===== config.mk =====
export PLATFORM = sky130hd
export DESIGN_NAME = branch_hazard_ctrl
export DESIGN_NICKNAME = d
export VERILOG_FILES = /design/src/rtl/branch_hazard_ctrl_pkg.sv /design/src/rtl/sat_counter.sv /design/src/rtl/branch_hazard_ctrl.sv
export SDC_FILE = /design/constraint.sdc
export NUM_CORES = 1
export LEC_CHECK = 0
export ABC_AREA = 1
export CAP_MARGIN = 20
export CORE_UTILIZATION = 30
export CTS_CLUSTER_SIZE = 14
export DETAILED_ROUTE_END_ITERATION = 8
export MAX_ROUTING_LAYER = met4
export SYNTH_ARGS = -nofsm -noshare
export SYNTH_HDL_FRONTEND = slang
export SYNTH_SLANG_ARGS = --single-unit

===== constraint.sdc =====
create_clock -name clk -period 4.4 [get_ports clk]
set_input_delay 0.88 -clock clk [delete_from_list [all_inputs] [get_ports clk]]
set_output_delay 0.88 -clock clk [all_outputs]
set_load 0.02 [all_outputs]

===== src/rtl/branch_hazard_ctrl_pkg.sv =====
// ---------------------------------------------------------------------------
// branch_hazard_ctrl_pkg : pipeline opcodes, funct codes and FSM encodings
// Revision: 1.0
// ---------------------------------------------------------------------------
`default_nettype none

package branch_hazard_ctrl_pkg;

  localparam logic [5:0] OP_RTYPE = 6'b000000;
  localparam logic [5:0] OP_BEQ   = 6'b000100;
  localparam logic [5:0] OP_BNE   = 6'b000101;
  localparam logic [5:0] OP_J     = 6'b000010;
  localparam logic [5:0] OP_JAL   = 6'b000011;

  localparam logic [5:0] FN_JR    = 6'b001000;
  localparam logic [5:0] FN_JALR  = 6'b001001;

  typedef enum logic [1:0] {
    ST_IDLE    = 2'd0,
    ST_STALL   = 2'd1,
    ST_RESOLVE = 2'd2
  } state_t;

endpackage

`default_nettype wire


===== src/rtl/sat_counter.sv =====
// ---------------------------------------------------------------------------
// sat_counter : up-counter that sticks at all-ones
// Revision: 1.0
// ---------------------------------------------------------------------------
`default_nettype none

module sat_counter #(
  parameter int W = 16
) (
  input  logic         clk,
  input  logic         rst,
  input  logic         i_inc,
  output logic [W-1:0] o_count
);

  logic [W-1:0] r_count;

  always_ff @(posedge clk) begin
    if (rst) begin
      r_count <= '0;
    end else if (i_inc && (r_count != {W{1'b1}})) begin
      r_count <= r_count + {{(W-1){1'b0}}, 1'b1};
    end
  end

  assign o_count = r_count;

endmodule

`default_nettype wire


===== src/rtl/branch_hazard_ctrl.sv =====
// ---------------------------------------------------------------------------
// branch_hazard_ctrl : ID-stage branch operand hazard stall / resolve sequencer
// Revision: 1.0
// ---------------------------------------------------------------------------
`default_nettype none

module branch_hazard_ctrl
  import branch_hazard_ctrl_pkg::*;
#(
  parameter int CNT_W = 16
) (
  input  logic             clk,
  input  logic             rst,
  input  logic             i_enable,
  input  logic [5:0]       i_id_op,
  input  logic [5:0]       i_id_funct,
  input  logic [4:0]       i_id_rs,
  input  logic [4:0]       i_id_rt,
  input  logic             is_taken,
  input  logic             is_ex_reg_write,
  input  logic             is_ex_mem_read,
  input  logic [4:0]       i_ex_dst,
  input  logic             is_mem_mem_read,
  input  logic [4:0]       i_mem_dst,
  output logic             os_stall_pc,
  output logic             os_stall_ifid,
  output logic             os_bubble_idex,
  output logic             os_flush_ifid,
  output logic             os_pc_sel,
  output logic [1:0]       o_state,
  output logic [CNT_W-1:0] o_branch_cnt,
  output logic [CNT_W-1:0] o_taken_cnt
);

  state_t     r_state;
  state_t     w_state_nxt;
  logic [1:0] r_cnt;
  logic [1:0] w_cnt_nxt;
  logic [1:0] w_cnt_dec;

  logic w_is_br, w_is_jr, w_is_j, w_ctrl;
  logic w_use_rs, w_use_rt;
  logic w_ex_match, w_mem_match;
  logic [1:0] w_n;
  logic w_active, w_stall, w_resolve;

  // Instruction class decode and which source fields are really read
  assign w_is_br  = (i_id_op == OP_BEQ) || (i_id_op == OP_BNE);
  assign w_is_jr  = (i_id_op == OP_RTYPE) &&
                    ((i_id_funct == FN_JR) || (i_id_funct == FN_JALR));
  assign w_is_j   = (i_id_op == OP_J) || (i_id_op == OP_JAL);
  assign w_ctrl   = w_is_br || w_is_jr || w_is_j;
  assign w_use_rs = w_is_br || w_is_jr;
  assign w_use_rt = w_is_br;

  // $0 is hard-wired, so it can never be a pending producer
  assign w_ex_match  = (w_use_rs && (i_id_rs != 5'd0) && (i_id_rs == i_ex_dst)) ||
                       (w_use_rt && (i_id_rt != 5'd0) && (i_id_rt == i_ex_dst));
  assign w_mem_match = (w_use_rs && (i_id_rs != 5'd0) && (i_id_rs == i_mem_dst)) ||
                       (w_use_rt && (i_id_rt != 5'd0) && (i_id_rt == i_mem_dst));

  always_comb begin
    w_n = 2'd0;
    if (is_ex_mem_read && w_ex_match) begin
      w_n = 2'd2;
    end else if (is_ex_reg_write && w_ex_match) begin
      w_n = 2'd1;
    end else if (is_mem_mem_read && w_mem_match) begin
      w_n = 2'd1;
    end
  end

  assign w_active  = i_enable && !rst;
  assign w_cnt_dec = r_cnt - 2'd1;

  always_comb begin
    w_state_nxt = r_state;
    w_cnt_nxt   = r_cnt;
    w_stall     = 1'b0;
    w_resolve   = 1'b0;
    if (w_active) begin
      case (r_state)
        ST_IDLE: begin
          if (w_ctrl) begin
            if (w_n != 2'd0) begin
              w_stall     = 1'b1;
              w_cnt_nxt   = w_n - 2'd1;
              w_state_nxt = (w_n == 2'd1) ? ST_RESOLVE : ST_STALL;
            end else begin
              w_resolve = 1'b1;
            end
          end
        end
        ST_STALL: begin
          w_stall   = 1'b1;
          w_cnt_nxt = w_cnt_dec;
          if (w_cnt_dec == 2'd0) begin
            w_state_nxt = ST_RESOLVE;
          end
        end
        ST_RESOLVE: begin
          w_resolve   = 1'b1;
          w_state_nxt = ST_IDLE;
        end
        default: begin
          w_state_nxt = ST_IDLE;
          w_cnt_nxt   = 2'd0;
        end
      endcase
    end
  end

  always_ff @(posedge clk) begin
    if (rst) begin
      r_state <= ST_IDLE;
      r_cnt   <= 2'd0;
    end else if (i_enable) begin
      r_state <= w_state_nxt;
      r_cnt   <= w_cnt_nxt;
    end
  end

  assign os_stall_pc    = w_stall;
  assign os_stall_ifid  = w_stall;
  assign os_bubble_idex = w_stall;
  assign os_pc_sel      = w_resolve && is_taken;
  assign os_flush_ifid  = w_resolve && is_taken;
  assign o_state        = r_state;

  sat_counter #(.W(CNT_W)) u_branch_cnt (
    .clk     (clk),
    .rst     (rst),
    .i_inc   (w_resolve),
    .o_count (o_branch_cnt)
  );

  sat_counter #(.W(CNT_W)) u_taken_cnt (
    .clk     (clk),
    .rst     (rst),
    .i_inc   (w_resolve && is_taken),
    .o_count (o_taken_cnt)
  );

endmodule

`default_nettype wire


==> impl_metrics.prom <==
# TYPE chip_impl_metric gauge
chip_impl_metric{name="cell_count_after_synthesis",unit=""} 395
chip_impl_metric{name="fin_skew",unit="ns"} 0.00725
chip_impl_metric{name="share_clk_of_total_power",unit=""} 0.380
chip_impl_info{name="cts.root.buffer_cell",value="sky130_fd_sc_hd__clkbuf_8"} 1
chip_impl_metric{name="die_x",unit="µm"} 94.2
chip_impl_metric{name="vdd_ir_drop_max",unit="mV"} 0.0906
chip_impl_info{name="setup.worst_path.class",value="input port to output port"} 1
chip_impl_metric{name="dp.final_hpwl",unit="µm"} 5090
chip_impl_metric{name="resized_gates_after_cts",unit=""} 0
chip_impl_metric{name="timing.max_cap.violations",unit=""} 0
chip_impl_info{name="worstReg2RegStart",value="u_taken_cnt.o_count[0]"} 1
chip_impl_metric{name="worst_path_max_fanout",unit=""} 3
chip_impl_metric{name="final_layout_size_suffix_gt1_frac",unit=""} 0.0385
chip_impl_metric{name="grt_pass1_vias",unit=""} 2521
chip_impl_metric{name="postRouteAntennaNets",unit=""} 0
chip_impl_metric{name="finish.cell_count_without_fillers",unit=""} 572
chip_impl_info{name="timing.critical_path.from_type",value="input port"} 1
chip_impl_metric{name="cts.path.max_buffers",unit=""} 2
chip_impl_metric{name="cts_bufs_inserted",unit=""} 5
chip_impl_metric{name="route.final.wire_length",unit="µm"} 6700
chip_impl_metric{name="worst_slew_pin_slew",unit="ns"} 0.689
chip_impl_metric{name="initial_core_util",unit=""} 0.310
chip_impl_metric{name="setup_ws",unit="ns"} 0.281
chip_impl_metric{name="first_pass_grt_wire_length",unit="µm"} 11300
chip_impl_metric{name="avgRoutedWirePerCell",unit="µm"} 11.7
chip_impl_metric{name="power.sequential.fraction",unit=""} 0.495
chip_impl_metric{name="detailedRoute.firstIterationViolations",unit=""} 121
chip_impl_metric{name="synthesis.nets",unit=""} 437
chip_impl_metric{name="fraction_of_registers_with_async_set_reset",unit=""} 0
chip_impl_metric{name="antenna_found_initial",unit=""} 0
chip_impl_metric{name="intPower",unit="µW"} 499
chip_impl_metric{name="io_pins",unit=""} 78
chip_impl_metric{name="totalPowerFinal",unit="µW"} 659
chip_impl_metric{name="syn_area_per_cell",unit="µm²"} 6.46
chip_impl_metric{name="synth.yosys.seq_area_share",unit=""} 0.282
chip_impl_metric{name="slew_headroom",unit=""} 0.539
chip_impl_metric{name="core_region_area",unit="µm²"} 8220
chip_impl_metric{name="dieHeight",unit="µm"} 94.2
chip_impl_metric{name="p_comb_frac",unit=""} 0.126
chip_impl_metric{name="timing.final.crit_share",unit=""} 0.936
chip_impl_info{name="min-delay-start",value="r_cnt[1]"} 1
chip_impl_metric{name="cp_data_arrival_time",unit="ns"} 3.24
chip_impl_info{name="unrepaired_setup_endpoints_after_global_routing",value="no"} 1
chip_impl_metric{name="clk-insertion-delay-late",unit="ns"} 0.29
chip_impl_info{name="critical_path_launch_point",value="i_id_op[2]"} 1
chip_impl_metric{name="io_buffers",unit=""} 76
chip_impl_info{name="critPathCaptureType",value="output port"} 1
chip_impl_metric{name="post-place-ws",unit="ns"} 0.222
chip_impl_metric{name="fmax",unit="MHz"} 243
chip_impl_metric{name="die_area",unit="µm²"} 8880
chip_impl_metric{name="clkSlewWorstSetupHoldPaths",unit="ns"} 0.08
chip_impl_metric{name="h-tree-depth",unit=""} 2
chip_impl_metric{name="remaining_drc_errors",unit=""} 0
chip_impl_metric{name="placed_cells_incl_taps",unit=""} 564
chip_impl_metric{name="final.fill_count",unit=""} 861
chip_impl_metric{name="synthesis.area",unit="µm²"} 2550
chip_impl_metric{name="placementRows",unit=""} 33
chip_impl_metric{name="powerDensity",unit="nW/µm²"} 190
chip_impl_info{name="clock_tree_from_tritoncts",value="done"} 1
chip_impl_info{name="mostFrequentLayoutCell",value="sky130_fd_sc_hd__nand2_1"} 1
chip_impl_metric{name="p_leak",unit="nW"} 1.29
chip_impl_metric{name="n_antenna_cell",unit=""} 0
chip_impl_metric{name="drtPass1Iterations",unit=""} 4
chip_impl_info{name="hold_class",value="flop to flop"} 1
chip_impl_metric{name="yosys_register_bits",unit=""} 36
chip_impl_metric{name="post-cts-setup-buffers",unit=""} 0
chip_impl_metric{name="globalRoute.totalOverflow",unit=""} 0
chip_impl_info{name="outcome",value="complete, no violations"} 1
chip_impl_metric{name="report.final.hold_viol_count",unit=""} 0
chip_impl_metric{name="min_period",unit="ns"} 4.12
chip_impl_metric{name="detailroute.via_count",unit=""} 2718
chip_impl_metric{name="tns",unit="ns"} 0
chip_impl_metric{name="largest_net_degree_at_the_start_of_global_routing",unit=""} 32
chip_impl_metric{name="synthesis.yosys.warnings",unit=""} 0
chip_impl_metric{name="power.share.switching",unit=""} 0.243
chip_impl_info{name="layout.cells.most_common_list",value="sky130_fd_sc_hd__nand2_1 (98), sky130_fd_sc_hd__clkdlybuf4s50_1 (76), sky130_fd_sc_hd__nor2_1 (43)"} 1
chip_impl_info{name="postSynth.topFlopCell",value="sky130_fd_sc_hd__dfxtp_1"} 1
chip_impl_metric{name="final-max-slew-violation-count",unit=""} 0
chip_impl_metric{name="routed_via_count_divided_by_cell_count",unit=""} 4.75
chip_impl_metric{name="power_switching",unit="µW"} 160
chip_impl_metric{name="hold-worst-slack",unit="ns"} 0.462
chip_impl_metric{name="cts_num_sinks",unit=""} 36
chip_impl_metric{name="critical_path_required",unit="ns"} 3.52
chip_impl_metric{name="number_of_setup_violations_in_the_final_report",unit=""} 0
chip_impl_metric{name="grt_use_total",unit=""} 0.163
chip_impl_metric{name="synth_edf_count",unit=""} 0
chip_impl_metric{name="number_of_nets_in_the_final_layout",unit=""} 508
chip_impl_metric{name="areaGrowthSynthToFinish",unit="%"} 35.7
chip_impl_metric{name="routabilityCongestion",unit=""} 0.842
chip_impl_metric{name="cts.hold.buffers_added",unit=""} 0
chip_impl_metric{name="synth.lib_cells_used.distinct",unit=""} 31
==> layout make-up <==
type | instances | area [µm²] | share of cell area
Inverter | 41 | 154 | 0.0445
Sequential cell | 36 | 721 | 0.208
Multi-Input combinational cell | 303 | 1580 | 0.457
Clock buffer | 8 | 90.1 | 0.0260
Tap cell | 105 | 131 | 0.0379
Timing Repair Buffer | 79 | 783 | 0.226
==> layer usage <==
metal,GRT usage,vias up,part of all wire
li1,-,1421,-
met1,0.196,1229,0.45
met2,0.273,53,0.49
met3,0.0275,15,0.038
met4,0.0564,0,0.021
met5,-,-,0
==> flip-flops by register name, summed over array words and instances, names as in the netlist <==
name / cells
u_branch_cnt.o_count: 16
u_taken_cnt.o_count: 16
r_cnt: 2
o_state: 2
==> worst max-delay path, cell delays in order <==
cell and delay, ns:
sky130_fd_sc_hd__clkdlybuf4s50_1 0.47, sky130_fd_sc_hd__inv_1 0.04, sky130_fd_sc_hd__nor2_1 0.07, sky130_fd_sc_hd__nand3_1 0.11, sky130_fd_sc_hd__a21oi_1 0.20, sky130_fd_sc_hd__nand3_1 0.11
sky130_fd_sc_hd__nand2_1 0.09, sky130_fd_sc_hd__nand2_1 0.05, sky130_fd_sc_hd__nand2_1 0.12, sky130_fd_sc_hd__nor2_4 0.05, sky130_fd_sc_hd__a211oi_1 0.36, sky130_fd_sc_hd__clkdlybuf4s50_1 0.69
==> cell usage after synthesis, types with 5 or more instances <==
cell type | n | share of area
sky130_fd_sc_hd__nand3_1 | 39 | 0.077
sky130_fd_sc_hd__dfxtp_1 | 36 | 0.28
sky130_fd_sc_hd__nand2_1 | 98 | 0.14
sky130_fd_sc_hd__buf_4 | 5 | 0.015
sky130_fd_sc_hd__inv_1 | 38 | 0.056
sky130_fd_sc_hd__nor3_1 | 12 | 0.024
sky130_fd_sc_hd__xnor2_1 | 18 | 0.062
sky130_fd_sc_hd__nor2_1 | 43 | 0.063
sky130_fd_sc_hd__a21oi_1 | 32 | 0.063
sky130_fd_sc_hd__xor2_1 | 23 | 0.079
sky130_fd_sc_hd__clkbuf_1 | 5 | 0.0074
sky130_fd_sc_hd__nand4_1 | 17 | 0.042
==> cells by family after synthesis <==
logic type,after synthesis,share of synthesized area
AO/OA/AOI/OAI,39,0.0809
XOR/XNOR,41,0.141
adder cells (fa/ha/maj),3,0.0147
buffers and inverters,56,0.0971
flip-flops,36,0.282
multiplexers,1,0.00392
AND/OR/NAND/NOR,219,0.380
==> power groups by stage <==
| stage | Clock [mW] | Combinational, mW | Sequential, mW |
|---|---|---|---|
| 2_1_floorplan | 0 | 0.0346 | 0.334 |
| 3_3_place_gp | 0 | 0.0814 | 0.334 |
| 3_5_place_dp | 0 | 0.0828 | 0.334 |
| 4_1_cts | 0.257 | 0.0830 | 0.326 |
| 5_1_grt | 0.269 | 0.0913 | 0.326 |
| 6_report | 0.250 | 0.0828 | 0.326 |
==> through the flow <==
step                area [µm²]  utilization
floorplan                 2550            -
global route              3460        0.421
finish                    3460        0.421
detailed placement        3370        0.410
CTS                       3460        0.421
global placement          3370        0.410
==> path summary, 6_finish.rpt <==
kind / end / slack [ns] / cells past startpoint
worst max-delay path: os_bubble_idex / 0.28 / 12
worst min-delay path: r_cnt[1] / 0.46 / 2
worst max register to register: u_taken_cnt.o_count[12] / 1.76 / 10
worst min register to register: r_cnt[1] / 0.46 / 2
Power figures use the tool's default switching activity.
